**config.mk**
```make
export PLATFORM = sky130hd
export DESIGN_NAME = id_ex_pipe
export DESIGN_NICKNAME = d
export VERILOG_FILES = /design/src/rtl/id_ex_pipe.sv
export SDC_FILE = /design/constraint.sdc
export NUM_CORES = 1
export LEC_CHECK = 0
export ABC_AREA = 1
export ABC_CLOCK_PERIOD_IN_PS = 1400
export BUFFER_PORTS_ARGS = -buffer_cell sky130_fd_sc_hd__clkbuf_2
export CORE_MARGIN = 2
export CORE_UTILIZATION = 47
export DETAILED_ROUTE_END_ITERATION = 12
export GPL_TIMING_DRIVEN = 0
export PLACE_DENSITY_LB_ADDON = 0.1
export SYNTH_ARGS = -nofsm -noshare
export SYNTH_HDL_FRONTEND = slang
export SYNTH_SLANG_ARGS = --single-unit
```
**constraint.sdc**
```tcl
create_clock -name clk -period 1.4 [get_ports clk]
set_input_delay 0.21 -clock clk [delete_from_list [all_inputs] [get_ports clk]]
set_output_delay 0.21 -clock clk [all_outputs]
set_load 0.05 [all_outputs]
```
**src/rtl/id_ex_pipe.sv**
```systemverilog
// ID->EX pipeline register: valid/ready handshake, optional 2-entry skid buffer,
// synchronous flush, bubble-gated control outputs and a saturating stall counter.
module id_ex_pipe #(
  parameter int unsigned DATA_W  = 32,
  parameter int unsigned REG_W   = 5,
  parameter int unsigned WB_W    = 2,
  parameter int unsigned M_W     = 3,
  parameter int unsigned ALUOP_W = 2,
  parameter int unsigned SKID    = 1,
  parameter int unsigned CNT_W   = 16
) (
  input  logic                 clk,
  input  logic                 rst,
  input  logic                 flush,
  input  logic                 in_valid,
  output logic                 in_ready,
  input  logic [WB_W-1:0]      ctlwb_out,
  input  logic [M_W-1:0]       ctlm_out,
  input  logic [ALUOP_W+1:0]   ctlex_out,
  input  logic [DATA_W-1:0]    npc,
  input  logic [DATA_W-1:0]    readdat1,
  input  logic [DATA_W-1:0]    readdat2,
  input  logic [DATA_W-1:0]    signext_out,
  input  logic [REG_W-1:0]     instr_2016,
  input  logic [REG_W-1:0]     instr_1511,
  output logic                 out_valid,
  input  logic                 out_ready,
  output logic [WB_W-1:0]      wb_ctlout,
  output logic [M_W-1:0]       m_ctlout,
  output logic                 regdst,
  output logic [ALUOP_W-1:0]   aluop,
  output logic                 alusrc,
  output logic [DATA_W-1:0]    npcout,
  output logic [DATA_W-1:0]    rdata1out,
  output logic [DATA_W-1:0]    rdata2out,
  output logic [DATA_W-1:0]    s_extendout,
  output logic [REG_W-1:0]     instrout_2016,
  output logic [REG_W-1:0]     instrout_1511,
  output logic [CNT_W-1:0]     stall_cnt
);

  localparam int unsigned EX_W  = ALUOP_W + 2;
  localparam int unsigned CTL_W = WB_W + M_W + EX_W;
  localparam int unsigned DAT_W = 4 * DATA_W + 2 * REG_W;

  logic [CTL_W-1:0] w_in_ctl;
  logic [DAT_W-1:0] w_in_dat;
  logic             w_accept;
  logic             w_consume;

  logic             r_a_valid;
  logic [CTL_W-1:0] r_a_ctl;
  logic [DAT_W-1:0] r_a_dat;
  logic             r_b_valid;
  logic [CTL_W-1:0] r_b_ctl;
  logic [DAT_W-1:0] r_b_dat;
  logic [CNT_W-1:0] r_stall;

  assign w_in_ctl = {ctlwb_out, ctlm_out, ctlex_out};
  assign w_in_dat = {npc, readdat1, readdat2, signext_out, instr_2016, instr_1511};

  // Skid variant registers in_ready from B occupancy; single-entry variant passes ready through.
  generate
    if (SKID != 0) begin : g_skid
      assign in_ready = ~r_b_valid;
    end else begin : g_noskid
      assign in_ready = ~r_a_valid | out_ready;
    end
  endgenerate

  assign w_accept  = in_valid & in_ready;
  assign w_consume = r_a_valid & out_ready;

  // Slot A drives the outputs; control bits are zeroed whenever A is empty so bubbles read 0.
  always_ff @(posedge clk) begin
    if (rst) begin
      r_a_valid <= 1'b0;
      r_a_ctl   <= '0;
      r_a_dat   <= '0;
      r_b_valid <= 1'b0;
      r_b_ctl   <= '0;
      r_b_dat   <= '0;
    end else if (flush) begin
      r_a_valid <= 1'b0;
      r_a_ctl   <= '0;
      r_b_valid <= 1'b0;
    end else if (!r_a_valid) begin
      if (w_accept) begin
        r_a_valid <= 1'b1;
        r_a_ctl   <= w_in_ctl;
        r_a_dat   <= w_in_dat;
      end
    end else if (w_consume) begin
      if (r_b_valid) begin
        r_a_ctl <= r_b_ctl;
        r_a_dat <= r_b_dat;
        if (w_accept) begin
          r_b_ctl <= w_in_ctl;
          r_b_dat <= w_in_dat;
        end else begin
          r_b_valid <= 1'b0;
        end
      end else if (w_accept) begin
        r_a_ctl <= w_in_ctl;
        r_a_dat <= w_in_dat;
      end else begin
        r_a_valid <= 1'b0;
        r_a_ctl   <= '0;
      end
    end else if (w_accept) begin
      r_b_valid <= 1'b1;
      r_b_ctl   <= w_in_ctl;
      r_b_dat   <= w_in_dat;
    end
  end

  // Back-pressure counter: saturates at all-ones, cleared only by reset.
  always_ff @(posedge clk) begin
    if (rst) begin
      r_stall <= '0;
    end else if (r_a_valid && !out_ready && (r_stall != {CNT_W{1'b1}})) begin
      r_stall <= r_stall + CNT_W'(1);
    end
  end

  assign out_valid = r_a_valid;
  assign {wb_ctlout, m_ctlout, regdst, aluop, alusrc} = r_a_ctl;
  assign {npcout, rdata1out, rdata2out, s_extendout, instrout_2016, instrout_1511} = r_a_dat;
  assign stall_cnt = r_stall;

endmodule
```
==> results of run 1 <==
[registers in the layout, summed over array words and instances, names as in the netlist]
signal,count
r_b_valid,1
out_valid,1
r_b_ctl,9
r_a_ctl,9
stall_cnt,16
r_b_dat,138
r_a_dat,138
[stage by stage]
stage / setup WS, ns / cells / setup TNS [ns] / area [um2] / hold WS (ns)
after global routing: -0.257 / 2355 / -66.95 / 18400 / 0.0802
after global placement: -0.760 / 2110 / -165.32 / 13900 / 0.448
after CTS: -0.227 / 2338 / -56.67 / 17500 / 0.0154
after floorplan: -0.180 / 1470 / -38.98 / 11900 / 0.345
final: -0.211 / 2355 / -47.82 / 18400 / 0.0359
after detailed placement: -0.792 / 2110 / -172.86 / 13900 / 0.457
[repair_timing]
item,CTS,global route
cloned,15,8
hold buffers,149,0
setup endpoints to repair,381,455
gates resized for setup,249,246
buffers inserted,7,5
pin swaps,6,24
endpoints found under the hold margin,243,0
[power breakdown]
part           switching [W]  internal [W]
combinational        0.00229       0.00117
clock                0.00356       0.00587
sequential          0.000225       0.00922
total                0.00607        0.0163
[worst min-delay path, delay by kind of cell]
kind	cells	cell delay [ns]
buffers and inverters	1	0.14
and+or+nand+nor	1	0.07
AOI/OAI and AO/OA	2	0.13
[layout make-up]
type | instances | area, um2 | share of cell area [%]
clock buffers | 42 | 887 | 4.82
multi-input cells | 1009 | 5710 | 31.0
flip-flops and latches | 312 | 6290 | 34.1
clock inverters | 15 | 269 | 1.46
inverters | 20 | 88.8 | 0.482
well taps | 324 | 405 | 2.20
repair buffers | 498 | 3620 | 19.7
diodes | 5 | 12.5 | 0.0679
plain buffers | 130 | 1130 | 6.16
[logic make-up (layout without fill, tap and decap cells)]
logic type,after synthesis,count (layout),share of synthesized area [%]
DFF,312,312,53.4
adders and majority gates,1,1,0.107
xor gates and xnor gates,6,6,0.450
other,0,5,0
and+or+nand+nor,391,391,12.9
buffers and inverters,150,705,5.20
AOI/OAI and AO/OA,610,611,27.9
[Yosys cell counts]
cell	count	area share [%]
sky130_fd_sc_hd__nand2_1	55	1.8
sky130_fd_sc_hd__o21ai_1	24	1.0
sky130_fd_sc_hd__nand3_1	10	0.43
sky130_fd_sc_hd__ha_1	1	0.11
sky130_fd_sc_hd__buf_2	29	1.2
sky130_fd_sc_hd__and3_1	1	0.054
sky130_fd_sc_hd__dfxtp_1	312	53
sky130_fd_sc_hd__clkbuf_2	1	0.043
sky130_fd_sc_hd__o21ai_0	275	12
sky130_fd_sc_hd__o21ai_2	1	0.075
sky130_fd_sc_hd__nand4_1	5	0.27
sky130_fd_sc_hd__buf_1	1	0.032
sky130_fd_sc_hd__nor3_2	1	0.086
sky130_fd_sc_hd__nor2_4	1	0.096
sky130_fd_sc_hd__xor2_1	4	0.30
sky130_fd_sc_hd__a21oi_1	164	7.0
sky130_fd_sc_hd__a32oi_1	8	0.60
sky130_fd_sc_hd__inv_1	17	0.55
sky130_fd_sc_hd__nor2_1	318	10
sky130_fd_sc_hd__buf_4	2	0.13
sky130_fd_sc_hd__clkbuf_1	97	3.1
sky130_fd_sc_hd__inv_2	3	0.096
sky130_fd_sc_hd__o22ai_1	138	7.4
sky130_fd_sc_hd__xnor2_1	2	0.15
[layer usage]
| layer | global-route usage, % | wire length (um) | up-vias |
|---|---|---|---|
| li1 | - | - | 6235 |
| met1 | 39.0 | 17800 | 6135 |
| met2 | 48.4 | 20200 | 548 |
| met3 | 5.36 | 2800 | 128 |
| met4 | 11.8 | 1860 | 0 |
| met5 | 0 | 0 | - |
[worst paths after layout]
path	end	slack, ns	depth (start not counted)
worst max-delay path	r_a_dat[133]$_SDFFE_PP0P_	-0.21	9
worst min register to register	r_b_ctl[8]$_SDFFE_PP0P_	0.47	2
worst min-delay path	r_a_ctl[8]$_SDFFE_PP0P_	0.04	4
worst max register to register	r_a_dat[133]$_SDFFE_PP0P_	-0.21	9
==> metrics.sh, run 1 <==
FINAL_LAYOUT_SIZE_SUFFIX_GT1_SHARE_PCT=34.8
SYNTHESIZED_NETLIST_CELL_COUNT=1470
FINAL_ANTENNA_NET_COUNT=0
WORSTPATHBUFFERINVERTERCOUNT=5
AVERAGE_VIAS_PER_PLACED_INSTANCE=5.54
FINALHOLDVIOLCOUNT=0
MAXSLEWVIOLCOUNT=0
CPMAXSTAGEDELAYCELL='sky130_fd_sc_hd__dfxtp_4'
CLK_ROOT_BUFFER_CELL='sky130_fd_sc_hd__clkbuf_16'
YOSYSUNIQUECELLTYPES=24
SLOWEST_DELAY_NS=0.34
TOTAL_GRT_OVERFLOW=0
GRT_MAX_DEGREE=15
CORE_AREA_UM2=24400
GRT_PASS1_WL_UM=63000
MAX_FANOUT_ON_CRITICAL_PATH=10
FINAL_CORE_UTILIZATION_PCT=75.5
DESIGN.FINAL.NETS=2155
CHIPWIDTH_UM=162
DRT_ITER0_MARKERS=1137
STATUS='finished, violations left'
PLACE_CONGESTION=0.837
LARGEST_CLOCK_SKEW_IN_THE_FINAL_DESIGN_NS=0.00991
LAYOUT-AREA-OVERHEAD-VS-SYNTH_PCT=57.6
START_UTIL_PCT=47.9
CLK_PIN_SLEW_NS=0.06
POWER.LEAKAGE_nW=8.01
FINAL_CELL_MIX='340 x sky130_fd_sc_hd__clkbuf_2, 294 x sky130_fd_sc_hd__dfxtp_1, 200 x sky130_fd_sc_hd__nor2_1, 153 x sky130_fd_sc_hd__a21oi_1, 149 x sky130_fd_sc_hd__dlygate4sd3_1'
MAX_CAP_VIOL_COUNT=0
PATH_CLASS='reg2reg'
FIN_WS_NS=-0.211
CELL_CHAIN_CRITICAL_PATH='inv_2 -> nor2_4 -> inv_4 -> buf_4 -> and3_4 -> clkbuf_16 -> clkbuf_16 -> o21ai_1 -> a21oi_1'
ANTENNA_FOUND_INITIAL=5
DIE-HEIGHT_UM=162
R2R-START='out_valid$_SDFF_PP0_'
YOSYS_REGISTER_BITS=312
MAX_SLEW_MARGIN_PCT=49.9
IO-PIN-COUNT=317
TYPE_OF_ELEMENT_CAPTURING_THE_CRITICAL_PATH='flop'
POWERDENSITY_nW_PER_UM2=1210
WL_PER_CELL_UM=18.1
FINAL_WORST_PATH_CYCLE_SHARE_PCT=115
PLACEMENTROWS=57
CLKLATENCYLATEPIN_NS=0.55
TRITONCTS_NUM_SINKS=312
YOSYS_WARNS=0
CTS_TREE='done'
AVGSYNTHCELLAREA_UM2=7.95
FILLERINSTANCES=1808
FINAL_COMMON_CELL='sky130_fd_sc_hd__clkbuf_2'
PLACEMENT.IO_BUFFERS=316
CTSLONGESTPATHBUFFERS=3
PERIOD_NEEDED_NS=1.61
SYNTHESIS.NETS=1623
TOTAL_POWER_W=0.0223
WORSTPATHREQUIRED_NS=1.84
DETAIL_ROUTE.WIRELENGTH_UM=42700
DIE_AR_UM2=26100
REPORT.FINAL.SETUP_VIOL=363
SYNTH.CELL_AREA_UM2=11700
VIA_COUNT_OF_THE_FIRST_GLOBAL_ROUTING_PASS=12200
CRITICAL_PATH_SOURCE='out_valid$_SDFF_PP0_'
SYNTH_SEQUENTIAL_AREA_RATIO_PCT=53.4
DRC=0
PLACE_HPWL_UM=25400
DR_VIAS=13000
HOLD_PATH_STARTPOINT='flush'
WORST_PIN_SLEW_NS=0.752
MAXCLOCKFREQUENCY_MHz=621
CRITPATHMOSTFREQUENTCELL='sky130_fd_sc_hd__clkbuf_16'
CRIT_PATH_START_KIND='flop'
HOLD_PATH.CLASS='in2reg'
WORSTPATHARRIVAL_NS=2.05
HTREE_LEVELS=1
GRT_USE_TOTAL_PCT=29.6
CTS-BUFFERS-INSERTED=31
DRT-PASS1-ITER-COUNT=5
CP_TOP_FAMILY='buffers and inverters'
VIOLATED_CHECKS='negative setup slack'
GRT_SETUP_UNREPAIRED='true'
IRDROPWORSTVDD_mV=0.999
(Power assumes the default switching activity.)
==> run 2, diff against run 1 <==
--- a/config.mk
+++ b/config.mk
@@ -13,6 +13,7 @@
 export DETAILED_ROUTE_END_ITERATION = 12
 export GPL_TIMING_DRIVEN = 0
 export PLACE_DENSITY_LB_ADDON = 0.1
+export SKIP_LAST_GASP = 1
 export SYNTH_ARGS = -nofsm -noshare
 export SYNTH_HDL_FRONTEND = slang
 export SYNTH_SLANG_ARGS = --single-unit
==> metrics.sh, run 2 (synthesis gave the netlist of run 1 again) <==
LARGEST_CLOCK_SKEW_IN_THE_FINAL_DESIGN_NS=0.00697  # -0.00294 ns
R2R-START='out_valid$_SDFF_PP0_'
CPMAXSTAGEDELAYCELL='sky130_fd_sc_hd__dfxtp_4'
TIMING.CRITICAL_PATH.TO='r_a_dat[77]$_SDFFE_PP0P_'
CLK_PIN_SLEW_NS=0.07  # about the same
CHIPWIDTH_UM=162  # unchanged
MAX_FANOUT_ON_CRITICAL_PATH=6  # -4
DESIGN.FINAL.NETS=2152  # -0.14%
DETAIL_ROUTE.WIRELENGTH_UM=42500  # -0.50%
DR_VIAS=13100  # +0.45%
WORSTSETUPPATHDEPTH=9  # unchanged
DRT_ITER0_MARKERS=1199  # +5.5%
FINAL_COMMON_CELL='sky130_fd_sc_hd__clkbuf_2'
TYPE_OF_ELEMENT_CAPTURING_THE_CRITICAL_PATH='flop'
FINALHOLDVIOLCOUNT=0  # unchanged
GRT_PASS1_WL_UM=62900  # about the same
WORST_SETUP_TIMING_SLACK_AT_THE_PLACEMENT_STAGE_NS=-0.792  # unchanged
CTS_TREE='done'
DIE_AR_UM2=26100  # unchanged
LAYOUT-AREA-OVERHEAD-VS-SYNTH_PCT=55.0
CRIT_PATH_START_KIND='flop'
WORST_PIN_SLEW_NS=0.765  # +0.0126 ns
FINAL_LAYOUT_SIZE_SUFFIX_GT1_SHARE_PCT=32.6  # -2.3 points
MAX_CAP_VIOL_COUNT=0  # unchanged
POWER.INTERNAL_W=0.0162  # -0.15%
CORE_AREA_UM2=24400  # unchanged
STATUS='finished, violations left'
MAX_SLEW_MARGIN_PCT=49.0  # -0.84 points
FINAL_WORST_PATH_CYCLE_SHARE_PCT=116  # +1.2 points
CRITICAL_PATH_SOURCE='out_valid$_SDFF_PP0_'
WORSTPATHBUFFERINVERTERCOUNT=5  # unchanged
PLACE_CONGESTION=0.837  # unchanged
R2R-END='r_a_dat[77]$_SDFFE_PP0P_'
ANTENNA_FOUND_INITIAL=6  # +1
POWER.LEAKAGE_nW=7.92  # -1.1%
TRITONCTS_NUM_SINKS=312  # unchanged
GRT_USE_TOTAL_PCT=29.6  # about the same
PLACEMENT.IO_BUFFERS=316  # unchanged
PLACEMENTROWS=57  # unchanged
DIE-HEIGHT_UM=162  # unchanged
CLK_ROOT_BUFFER_CELL='sky130_fd_sc_hd__clkbuf_16'
PLACE_HPWL_UM=25400  # unchanged
CTSLONGESTPATHBUFFERS=3  # unchanged
REPORT.FINAL.SETUP_VIOL=362  # -0.28%
CTS-BUFFERS-INSERTED=31  # unchanged
CP_TOP_FAMILY='buffers and inverters'
DRT-PASS1-ITER-COUNT=5  # unchanged
SLOWEST_DELAY_NS=0.34  # about the same
TOTAL_GRT_OVERFLOW=0  # unchanged
DRC=0  # unchanged
TIMING.REG2REG.SETUP_SLACK_NS=-0.23  # -0.02 ns
IO-PIN-COUNT=317  # unchanged
R2R.WORST_PATH.CELLS=9  # unchanged
COMB_POWER_SHARE_PCT=15.3  # -0.2 points
WORSTPATHREQUIRED_NS=1.83  # about the same
START_UTIL_PCT=47.9  # unchanged
CLOCK_POWER_SHARE_PCT=42.3  # about the same
MAXCLOCKFREQUENCY_MHz=614  # -1.0%
FINAL_ANTENNA_NET_COUNT=0  # unchanged
VIA_COUNT_OF_THE_FIRST_GLOBAL_ROUTING_PASS=12100  # -0.099%
FIN_WS_NS=-0.228  # -0.0171 ns
POWER.SHARE.SEQUENTIAL_PCT=42.4  # about the same
GRT_MAX_DEGREE=15  # unchanged
POWER.NET_SWITCHING_W=0.00604  # -0.58%
CELL_CHAIN_CRITICAL_PATH='inv_2 -> nor2_4 -> inv_4 -> buf_4 -> and3_4 -> buf_12 -> clkbuf_16 -> o21ai_1 -> a21oi_1'
POWERDENSITY_nW_PER_UM2=1230  # +1.4%
MAXSLEWVIOLCOUNT=0  # unchanged
SWITCHING_SHARE_PCT=27.1  # -0.086 points
GRT_SETUP_UNREPAIRED='true'
FINAL_CELL_MIX='342 x sky130_fd_sc_hd__clkbuf_2, 294 x sky130_fd_sc_hd__dfxtp_1, 232 x sky130_fd_sc_hd__nor2_1, 158 x sky130_fd_sc_hd__o21ai_0, 155 x sky130_fd_sc_hd__a21oi_1'
WL_PER_CELL_UM=18.0  # -0.42%
AVERAGE_VIAS_PER_PLACED_INSTANCE=5.57  # +0.54%
VIOLATED_CHECKS='negative setup slack'
HTREE_LEVELS=1  # unchanged
PATH_CLASS='reg2reg'
CLKLATENCYLATEPIN_NS=0.55  # about the same
HOLD-WORST-SLACK_NS=0.0418  # +0.00587 ns
WORSTPATHARRIVAL_NS=2.06  # about the same
IRDROPWORSTVDD_mV=0.964  # -3.4%
PERIOD_NEEDED_NS=1.63  # +0.0171 ns
HOLD_PATH.CLASS='in2reg'
-- run 2: changes by cell type in the layout (fill, tap and decap cells not counted), moves of 4 or more --
cell and delta:
sky130_fd_sc_hd__buf_2 -4, sky130_fd_sc_hd__o21ai_0 +10, sky130_fd_sc_hd__nor2_1 +32, sky130_fd_sc_hd__nand2_1 +4
sky130_fd_sc_hd__o21ai_2 -5, sky130_fd_sc_hd__nor2_4 -16, sky130_fd_sc_hd__nor2_2 -16, sky130_fd_sc_hd__o21ai_1 -4
-- run 2: per-stage QoR --
stage	instance area [um2]	setup TNS (ns)	cells	total power, W	util, %
floorplan	11900	-38.98	1470	0.0114	-
CTS	17400	-58.89	2338	0.0220	71.2
finish	18100	-43.56	2353	0.0223	74.3
global route	18100	-65.97	2353	0.0229	74.3
detailed placement	13900	-172.86	2110	0.0123	57.0
global placement	13900	-165.32	2110	0.0123	57.0
-- run 2: layout make-up --
type | instances | area [um2]
Clock buffer | 42 | 887
Timing Repair Buffer | 496 | 3580
Sequential cell | 312 | 6290
Inverter | 20 | 88.8
Clock inverter | 15 | 269
Buffer | 130 | 1120
Antenna cell | 6 | 15.0
Tap cell | 324 | 405
Multi-Input combinational cell | 1008 | 5470
Fill cell | 1885 | 6270
-- run 2: timing repair --
item / 4_1_cts / 5_1_grt
setup buffers: 7 / 4
hold buffers: 149 / 0
pin swaps: 5 / 12
endpoints found under the setup margin: 381 / 454
gates resized for setup: 206 / 211
gates cloned: 15 / 6
endpoints found under the hold margin: 247 / 0
-- run 2: layer usage --
metal,part of all wire (%),vias to the layer above,wire [um],global-route usage [%]
met5,0,-,0,0
met4,4.2,0,1780,11.7
met3,7.2,113,3050,5.34
met2,47,613,19900,48.6
met1,42,6150,17700,38.9
li1,-,6229,-,-
-- run 2: worst min-delay path by stage --
stage                                          end  slack (ns)  cells after the start                     from
after global placement     r_b_ctl[8]$_SDFFE_PP0P_        0.45                      2  r_b_ctl[8]$_SDFFE_PP0P_
after global routing       r_a_ctl[8]$_SDFFE_PP0P_        0.08                      4                    flush
after detailed placement  r_b_dat[85]$_SDFFE_PP0P_        0.46                      3             readdat1[11]
after CTS                  r_a_ctl[8]$_SDFFE_PP0P_        0.02                      4                    flush
after floorplan           r_b_dat[56]$_SDFFE_PP0P_        0.34                      2             readdat2[14]
final                      r_a_ctl[8]$_SDFFE_PP0P_        0.04                      4                    flush
-- run 2: power by group through the flow --
stage | logic (W) | clock network (W) | registers [W]
6_report | 0.00341 | 0.00943 | 0.00944
5_1_grt | 0.00359 | 0.00984 | 0.00947
4_1_cts | 0.00319 | 0.00943 | 0.00941
3_5_place_dp | 0.00272 | 0 | 0.00960
3_3_place_gp | 0.00271 | 0 | 0.00959
2_1_floorplan | 0.000826 | 0 | 0.0106
-- run 2: worst reg2reg max path: stages (launching register included) --
cell and delay, ns:
sky130_fd_sc_hd__dfxtp_4 0.34, sky130_fd_sc_hd__inv_2 0.04, sky130_fd_sc_hd__nor2_4 0.17, sky130_fd_sc_hd__inv_4 0.07, sky130_fd_sc_hd__buf_4 0.13, sky130_fd_sc_hd__and3_4 0.18, sky130_fd_sc_hd__buf_12 0.16, sky130_fd_sc_hd__clkbuf_16 0.16
sky130_fd_sc_hd__o21ai_1 0.16, sky130_fd_sc_hd__a21oi_1 0.08
